**src/rtl/rv32i_control_unit_if.sv**
```systemverilog
// rv32i_control_unit_if: instruction fields in, registered datapath controls out
interface rv32i_control_unit_if;
  logic [6:0] opcode;
  logic [6:0] funct_7;
  logic [2:0] funct_3;
  logic       regwrite;
  logic       memread;
  logic       memwrite;
  logic       memtoreg;
  logic       alusrc;
  logic       pc_write;
  logic [1:0] pc_sel;
  logic [2:0] imm_type;
  logic [3:0] alucontrol;
  modport master (
    output opcode, funct_7, funct_3,
    input  regwrite, memread, memwrite, memtoreg, alusrc, pc_write, pc_sel, imm_type, alucontrol
  );
  modport slave (
    input  opcode, funct_7, funct_3,
    output regwrite, memread, memwrite, memtoreg, alusrc, pc_write, pc_sel, imm_type, alucontrol
  );
endinterface

```
**src/rtl/rv32i_control_unit.sv**
```systemverilog
// rv32i_control_unit: registered RV32I main decoder; illegal encodings become a PC-freezing NOP
module rv32i_control_unit (
  input logic clk,
  input logic rst_n,
  rv32i_control_unit_if.slave bus
);
  typedef struct packed {
    logic       regwrite;
    logic       memread;
    logic       memwrite;
    logic       memtoreg;
    logic       alusrc;
    logic       pc_write;
    logic [1:0] pc_sel;
    logic [2:0] imm_type;
    logic [3:0] alucontrol;
  } ctrl_t;
  ctrl_t      d;
  logic       legal;
  logic       alt;
  logic [3:0] alu_op;
  logic [2:0] f3;
  assign f3 = bus.funct_3;
  // alt picks SUB/SRA; I-type ADDI never subtracts, shifts use funct_7[5]
  assign alt = bus.opcode == 7'b0110011 ? bus.funct_7[5] : (f3 == 3'b101 && bus.funct_7[5]);
  assign alu_op = f3 == 3'b000 ? {3'b000, alt} :
                  f3 == 3'b101 ? {3'b011, alt} :
                  f3[2:1] == 2'b11 ? {3'b100, f3[0]} : {1'b0, f3} + 4'd1;
  always_comb begin
    d = '0;
    legal = 1'b1;
    d.pc_write = 1'b1;
    case (bus.opcode)
      7'b0110011: begin
        d.regwrite = 1'b1;
        d.alucontrol = alu_op;
        legal = bus.funct_7 == 7'b0000000 || (bus.funct_7 == 7'b0100000 && (f3 == 3'b000 || f3 == 3'b101));
      end
      7'b0010011: begin
        d.regwrite = 1'b1;
        d.alusrc = 1'b1;
        d.imm_type = 3'd1;
        d.alucontrol = alu_op;
      end
      7'b0000011: begin
        d.regwrite = 1'b1;
        d.memread = 1'b1;
        d.memtoreg = 1'b1;
        d.alusrc = 1'b1;
        d.imm_type = 3'd1;
      end
      7'b0100011: begin
        d.memwrite = 1'b1;
        d.alusrc = 1'b1;
        d.imm_type = 3'd2;
      end
      7'b1100011: begin
        d.imm_type = 3'd3;
        d.pc_sel = 2'd1;
        d.alucontrol = f3[2] ? (f3[1] ? 4'd4 : 4'd3) : 4'd1;
        legal = f3[2:1] != 2'b01;
      end
      7'b1101111: begin
        d.regwrite = 1'b1;
        d.imm_type = 3'd5;
        d.pc_sel = 2'd2;
      end
      7'b1100111: begin
        d.regwrite = 1'b1;
        d.alusrc = 1'b1;
        d.imm_type = 3'd1;
        d.pc_sel = 2'd3;
        legal = f3 == 3'b000;
      end
      7'b0110111: begin
        d.regwrite = 1'b1;
        d.alusrc = 1'b1;
        d.imm_type = 3'd4;
        d.alucontrol = 4'd10;
      end
      7'b0010111: begin
        d.regwrite = 1'b1;
        d.alusrc = 1'b1;
        d.imm_type = 3'd4;
      end
      default: legal = 1'b0;
    endcase
    if (!legal) d = '0;
  end
  always_ff @(posedge clk)
    {bus.regwrite, bus.memread, bus.memwrite, bus.memtoreg, bus.alusrc, bus.pc_write,
     bus.pc_sel, bus.imm_type, bus.alucontrol} <= rst_n ? d : '0;
endmodule

```
**src/flat_wrapper.sv**
```systemverilog
// flat-port wrapper written by rule: the top's interface ports become plain ports
module rv32i_control_unit_flat 
  (clk, rst_n, bus_opcode, bus_funct_7, bus_funct_3, bus_regwrite, bus_memread, bus_memwrite, bus_memtoreg, bus_alusrc, bus_pc_write, bus_pc_sel, bus_imm_type, bus_alucontrol);
  rv32i_control_unit_if bus_i ();
  input logic clk;
  input logic rst_n;
  input wire logic [$bits(bus_i.opcode)-1:0] bus_opcode;
  input wire logic [$bits(bus_i.funct_7)-1:0] bus_funct_7;
  input wire logic [$bits(bus_i.funct_3)-1:0] bus_funct_3;
  output wire logic [$bits(bus_i.regwrite)-1:0] bus_regwrite;
  output wire logic [$bits(bus_i.memread)-1:0] bus_memread;
  output wire logic [$bits(bus_i.memwrite)-1:0] bus_memwrite;
  output wire logic [$bits(bus_i.memtoreg)-1:0] bus_memtoreg;
  output wire logic [$bits(bus_i.alusrc)-1:0] bus_alusrc;
  output wire logic [$bits(bus_i.pc_write)-1:0] bus_pc_write;
  output wire logic [$bits(bus_i.pc_sel)-1:0] bus_pc_sel;
  output wire logic [$bits(bus_i.imm_type)-1:0] bus_imm_type;
  output wire logic [$bits(bus_i.alucontrol)-1:0] bus_alucontrol;
  assign bus_i.opcode = bus_opcode;
  assign bus_i.funct_7 = bus_funct_7;
  assign bus_i.funct_3 = bus_funct_3;
  assign bus_regwrite = bus_i.regwrite;
  assign bus_memread = bus_i.memread;
  assign bus_memwrite = bus_i.memwrite;
  assign bus_memtoreg = bus_i.memtoreg;
  assign bus_alusrc = bus_i.alusrc;
  assign bus_pc_write = bus_i.pc_write;
  assign bus_pc_sel = bus_i.pc_sel;
  assign bus_imm_type = bus_i.imm_type;
  assign bus_alucontrol = bus_i.alucontrol;
  rv32i_control_unit u_core (.clk(clk), .rst_n(rst_n), .bus(bus_i));
endmodule
```
**config.mk**
```make
export PLATFORM = sky130hd
export DESIGN_NAME = rv32i_control_unit_flat
export DESIGN_NICKNAME = d
export VERILOG_FILES = /design/src/rtl/rv32i_control_unit_if.sv /design/src/rtl/rv32i_control_unit.sv /design/src/flat_wrapper.sv
export SDC_FILE = /design/constraint.sdc
export NUM_CORES = 1
export LEC_CHECK = 0
export CAP_MARGIN = 30
export CORE_UTILIZATION = 40
export CTS_BUF_LIST = sky130_fd_sc_hd__clkbuf_4
export DETAILED_ROUTE_END_ITERATION = 7
export GPL_TIMING_DRIVEN = 0
export PLACE_DENSITY = 0.87
export SYNTH_ARGS = -nofsm -noshare
export SYNTH_HDL_FRONTEND = slang
export SYNTH_SLANG_ARGS = --single-unit
```
**constraint.sdc**
```tcl
create_clock -name clk -period 1.8 [get_ports clk]
set_input_delay 0.27 -clock clk [delete_from_list [all_inputs] [get_ports clk]]
set_output_delay 0.27 -clock clk [all_outputs]
set_load 0.01 [all_outputs]
```
* Word level (Yosys, flattened, before mapping)
Cells that the tools add are included.
Word-level totals: memories 0, RAM bits 0, flip-flop bits (word level) 14, latch bits 0, input port bits 19, logic and storage cells 50, ROM bits 0
Operators by class: multiplexer cells 15, bitwise operators 0, $add $sub $neg 1, divide/modulo/power cells 0, eq/ne operators 13, shift operators 0, order comparisons 0, reduce and logical (&&, ||, !) cells 13, $mul 0
Operator list (count):
- == test 7 x 6 -> 1 bit (second input constant) | 4
- == test 7 bit (second input constant) | 3
- 2-to-1 mux 4 bit | 4
- one-hot mux 3 bit (5 select lines) | 1
- == test 7 x 5 -> 1 bit (second input constant) | 2
- one-hot mux 4 bit (3 select lines) | 1
- OR reduction 6 bit | 2
- 2-to-1 mux 10 bit | 1
- == test 7 x 2 -> 1 bit (second input constant) | 1
- zero test 7 bit | 1
- OR reduction 7 bit | 1
- one-hot mux 2 bit (3 select lines) | 1
- 2-to-1 mux 1 bit | 5
- adder 3 x 1 -> 4 bit (second input constant) | 1
- one-hot mux 1 bit (4 select lines) | 1
- OR reduction 2 bit | 2
- == test 3 bit (second input constant) | 1
- zero test 3 bit | 1
- 2-to-1 mux 3 bit | 1
- OR reduction 3 bit | 1
- == test 2 bit (second input constant) | 1
- logical AND 1 bit | 2
- logical OR 1 bit | 2
- != test 2 x 1 -> 1 bit (second input constant) | 1
- AND reduction 2 bit | 1

* Depth between registers and ports, before layout
depth in word-level cells 7, gate-level depth with buffers 8, depth with buffers taken out 7

* Worst setup path before layout
OpenSTA, ideal clock, no wires.
path kind input-to-reg, from input port bus_opcode[5], to register u_core.bus.alucontrol[3], slack 0.099 ns, library setup time 0.087 ns, data arrival time 1.614 ns, cell stages on the path 7, path through buf_6 > inv_4 > or4_4 > nor4_2 > a222oi_1 > buf_6 > nor4b_4
On the way: cells in the longest elaborated chain, start to end 4, elaborated cells on any way between the ends 14, classes of those cells 9 x eq/ne; 2 x mux; 3 x reduce/logical
Ends and longest elaborated chain:
- start: declaration | RTL line flat_wrapper.sv:7 | input wire logic [$bits(bus_i.opcode)-1:0] bus_opcode;
- == test 7 x 5 -> 1 bit, or another cell as far along | RTL line rv32i_control_unit.sv:33 | case (bus.opcode)
- OR reduction 6 bit (no source line)
- one-hot mux 1 bit (4 select lines) | RTL line rv32i_control_unit.sv:33
- AND reduction 2 bit (no source line)
- end signal: assignment | RTL line rv32i_control_unit.sv:92 | bus.pc_sel, bus.imm_type, bus.alucontrol} <= rst_n ? d : '0;
- end: declaration | RTL line rv32i_control_unit_if.sv:21 | output regwrite, memread, memwrite, memtoreg, alusrc, pc_write, pc_sel, imm_type, alucontrol
Several ways; a longest one is shown, not always the timed one. A chain may end at the register's enable or synchronous reset.

* Final worst setup path
from input port bus_funct_7[1], to register u_core.bus.alucontrol[3]
On the way: cells in the longest elaborated chain, start to end 5, elaborated cells on any way between the ends 6, classes of those cells 1 x eq/ne; 1 x mux; 4 x reduce/logical
Ends and longest elaborated chain:
- start: declaration | RTL line flat_wrapper.sv:8 | input wire logic [$bits(bus_i.funct_7)-1:0] bus_funct_7;
- == test 7 x 6 -> 1 bit | RTL line rv32i_control_unit.sv:37 | legal = bus.funct_7 == 7'b0000000 || (bus.funct_7 == 7'b0100000 && (f3 == 3'b000 || f3 == 3'b101));
- logical AND 1 bit | RTL line rv32i_control_unit.sv:37
- logical OR 1 bit (*) | RTL line rv32i_control_unit.sv:37
- one-hot mux 1 bit (4 select lines) (*) | RTL line rv32i_control_unit.sv:33
- AND reduction 2 bit (no source line) (*)
Every way passes the cells marked *; elsewhere a longest branch is shown, timed or not.

==> impl_metrics.env <==
export IMPL_clock_sinks=14
export IMPL_power_density_mw_per_mm2=495.1
export IMPL_maxSlewHeadroom_pct=68.49
export IMPL_hold_class="input pin to flop"
export IMPL_ys_seq_elements=14
export IMPL_path_delay_family="simple AND/OR/NAND/NOR gates"
export IMPL_syn_area_um2=845.8
export IMPL_die_y_um=47.99
export IMPL_post_route_util_pct=63.83
export IMPL_finalHoldViolCount=0
export IMPL_cts_tree="yes"
export IMPL_maxCapViolCount=0
export IMPL_start_util_pct=42.68
export IMPL_critical_path_slowest_cell="or4_4"
export IMPL_crit_start="bus_funct_7[1]"
export IMPL_cpPeakStageDelay_ns=0.51
export IMPL_worstSetupPathDepth=7
export IMPL_setup_violations=0
export IMPL_grt_ovfl_total=0
export IMPL_clk_pin_slew_ns=0.07
export IMPL_synth_avg_cell_area_um2=8.458
export IMPL_io_buffers=30
export IMPL_path_cells="clkdlybuf4s50_1 > or4_4 > nor4_2 > a222oi_1 > buf_4 > buf_6 > nor4b_4"
export IMPL_worstMarginPinSlew_ns=0.4690
export IMPL_synthToLayoutAreaGrowth_pct=49.56
export IMPL_rows=16
export IMPL_synth_top_area_share_pct=33.14
export IMPL_fin_crit_sh_pct=96.35
export IMPL_endpoint="u_core.bus.alucontrol[3]"
export IMPL_drt_iter0_markers=14
export IMPL_netlist_instances=100
export IMPL_hold_depth=3
export IMPL_dieWidth_um=47.99
export IMPL_layout_drive_gt1_share_pct=16.18
export IMPL_endpoint_kind="flop"
export IMPL_fmax_ghz=0.5766
export IMPL_dp_slack_ns=-0.5756
export IMPL_yosysWarnings=0
export IMPL_wl_per_cell_um=11.60
export IMPL_ant_nets=0
export IMPL_hold_start="bus_opcode[5]"
export IMPL_rsz0062_at_grt="false"
export IMPL_worstPathRequired_ns=1.99
export IMPL_fin_nets=160
export IMPL_place_area_mm2=0.001180
export IMPL_ys_types=38
export IMPL_grt_pass1_wl_um=3174
export IMPL_root_buffer="clkbuf_4"
export IMPL_post_drt_via_cell_ratio=5.276
export IMPL_critPathArrivalTime_ns=1.93
export IMPL_path_max_fanout=5
export IMPL_cts_inserted_buffers=3
export IMPL_ys_top_cells_by_count="14 x dfxtp_1, 14 x nor2_1, 6 x nor3_1"
export IMPL_cts_htree_levels=1
export IMPL_status="finished, final reports clean"
export IMPL_synthTopCellsByArea="dfxtp_1 33%, nor2_1 6.2%, ha_1 5.9%, mux2i_1 3.6%, nor3_1 3.6%"
export IMPL_synth_ff_type="dfxtp_1"
export IMPL_crit_type="input pin to flop"
export IMPL_synth_fp_nets=123
export IMPL_drtPass1Iterations=4
export IMPL_irDropWorstVdd_v=0.0003595
export IMPL_io_pins=34
export IMPL_final_max_slew_violation_count=0
export IMPL_setup_ws_ns=0.06573
export IMPL_track_usage_pct=19.65
export IMPL_async_flop_share_pct=0
export IMPL_antenna_found_initial=0
export IMPL_synth_top_area_cell="dfxtp_1"
export IMPL_gp_congestion=0.8544
export IMPL_cts_max_path_buffers=2
export IMPL_setup_tns_ns=0
export IMPL_vias=860
export IMPL_wl_um=1891
export IMPL_leakage_uw=0.0005148
export IMPL_final_area_mm2=0.001265
export IMPL_die_area_mm2=0.002303
export IMPL_first_global_vias=776
export IMPL_dpl_hpwl_um=1436
export IMPL_antenna_cells=0
export IMPL_drc=0
export IMPL_yosysSeqAreaShare_pct=33.14
export IMPL_synth_edf_count=0
export IMPL_grt_max_degree=11
export IMPL_cp_start_kind="input pin"
export IMPL_coreArea_mm2=0.001982
export IMPL_critPathBufInv=3
export IMPL_timing_final_crit_period_ns=1.734
==> metrics by stage <==
step           hold slack (ns)  total power, µW  cells
5_1_grt                 0.3091            666.3    163
2_1_floorplan           0.4474            394.5    100
6_report                0.3131            626.3    163
3_5_place_dp            0.6017            453.1    157
3_3_place_gp            0.5921            448.0    157
4_1_cts                 0.3073            621.5    161
==> layout make-up <==
type                    instances  area (µm²)
multi-input cells              73       519.2
clock buffers                   3       22.52
clock inverters                 1       3.754
repair buffers                 32       320.3
inverters                       6       25.02
well taps                      27       33.78
fillers                       165       716.9
flip-flops and latches         14       280.3
plain buffers                   7       60.06
==> routing by layer <==
metal	routed length (µm)	GRT usage, %	vias up
met4	33	12.22	0
met5	0	0	-
li1	-	-	432
met1	882	24.33	388
met3	81	1.887	4
met2	894	32.43	36
==> how the worst min path moves through the flow <==
| stage | endpoint | slack (ns) |
|---|---|---|
| floorplan | u_core.bus.memwrite | 0.45 |
| global placement | u_core.bus.memwrite | 0.59 |
| detailed placement | u_core.bus.memwrite | 0.60 |
| CTS | u_core.bus.imm_type[1] | 0.31 |
| global route | u_core.bus.imm_type[1] | 0.31 |
| finish | u_core.bus.imm_type[1] | 0.31 |
==> sequential cells by signal, indices dropped and copies added (netlist names) <==
name / cells
u_core.bus.pc_write: 1
u_core.bus.pc_sel: 2
u_core.bus.memwrite: 1
u_core.bus.imm_type: 3
u_core.bus.alucontrol: 4
u_core.bus.memread: 1
u_core.bus.alusrc: 1
u_core.bus.regwrite: 1
==> power breakdown <==
part           switching (µW)  internal (µW)  total, µW
Combinational            71.8           73.4        145
Clock                    90.2           80.3        170
Sequential              0.262            310        311
Total                     162            464        626
==> layout by cell type, fill, tap and decap left out, drive strengths merged, types with 2 or more instances in the layout <==
cell type,synthesis,routed
buf,4,7
nand4b,2,2
o21ai,5,5
ha,4,4
dlygate4sd2,0,2
nor3,6,6
and2,2,2
a21oi,4,4
dlymetal6s2s,0,4
dfxtp,14,14
nand2,5,5
mux2i,3,3
inv,6,6
clkdlybuf4s50,0,24
a211oi,2,2
nor2,14,14
clkbuf,3,5
nand3,4,4
o22ai,2,2
nor2b,2,2
nand2b,2,2
==> timing repair <==
item | CTS | global route
setup buffers | 0 | 1
pin swaps | 0 | 2
hold buffers | 0 | 0
hold endpoints to repair | 0 | 0
setup endpoints to repair | 10 | 10
cloned | 0 | 1
gates resized for setup | 6 | 14
==> kinds of logic (layout without fill, tap and decap cells) <==
logic type               after synthesis  in the layout  share of synthesized area [%]
AO/OA/AOI/OAI                         20             20                          16.57
flip-flops                            14             14                          33.14
adder cells (fa/ha/maj)                4              4                          5.917
buffers and inverters                 13             49                          8.284
AND/OR/NAND/NOR                       46             46                          32.55
multiplexers                           3              3                          3.550
No activity file was read; power rests on OpenSTA's default activity.
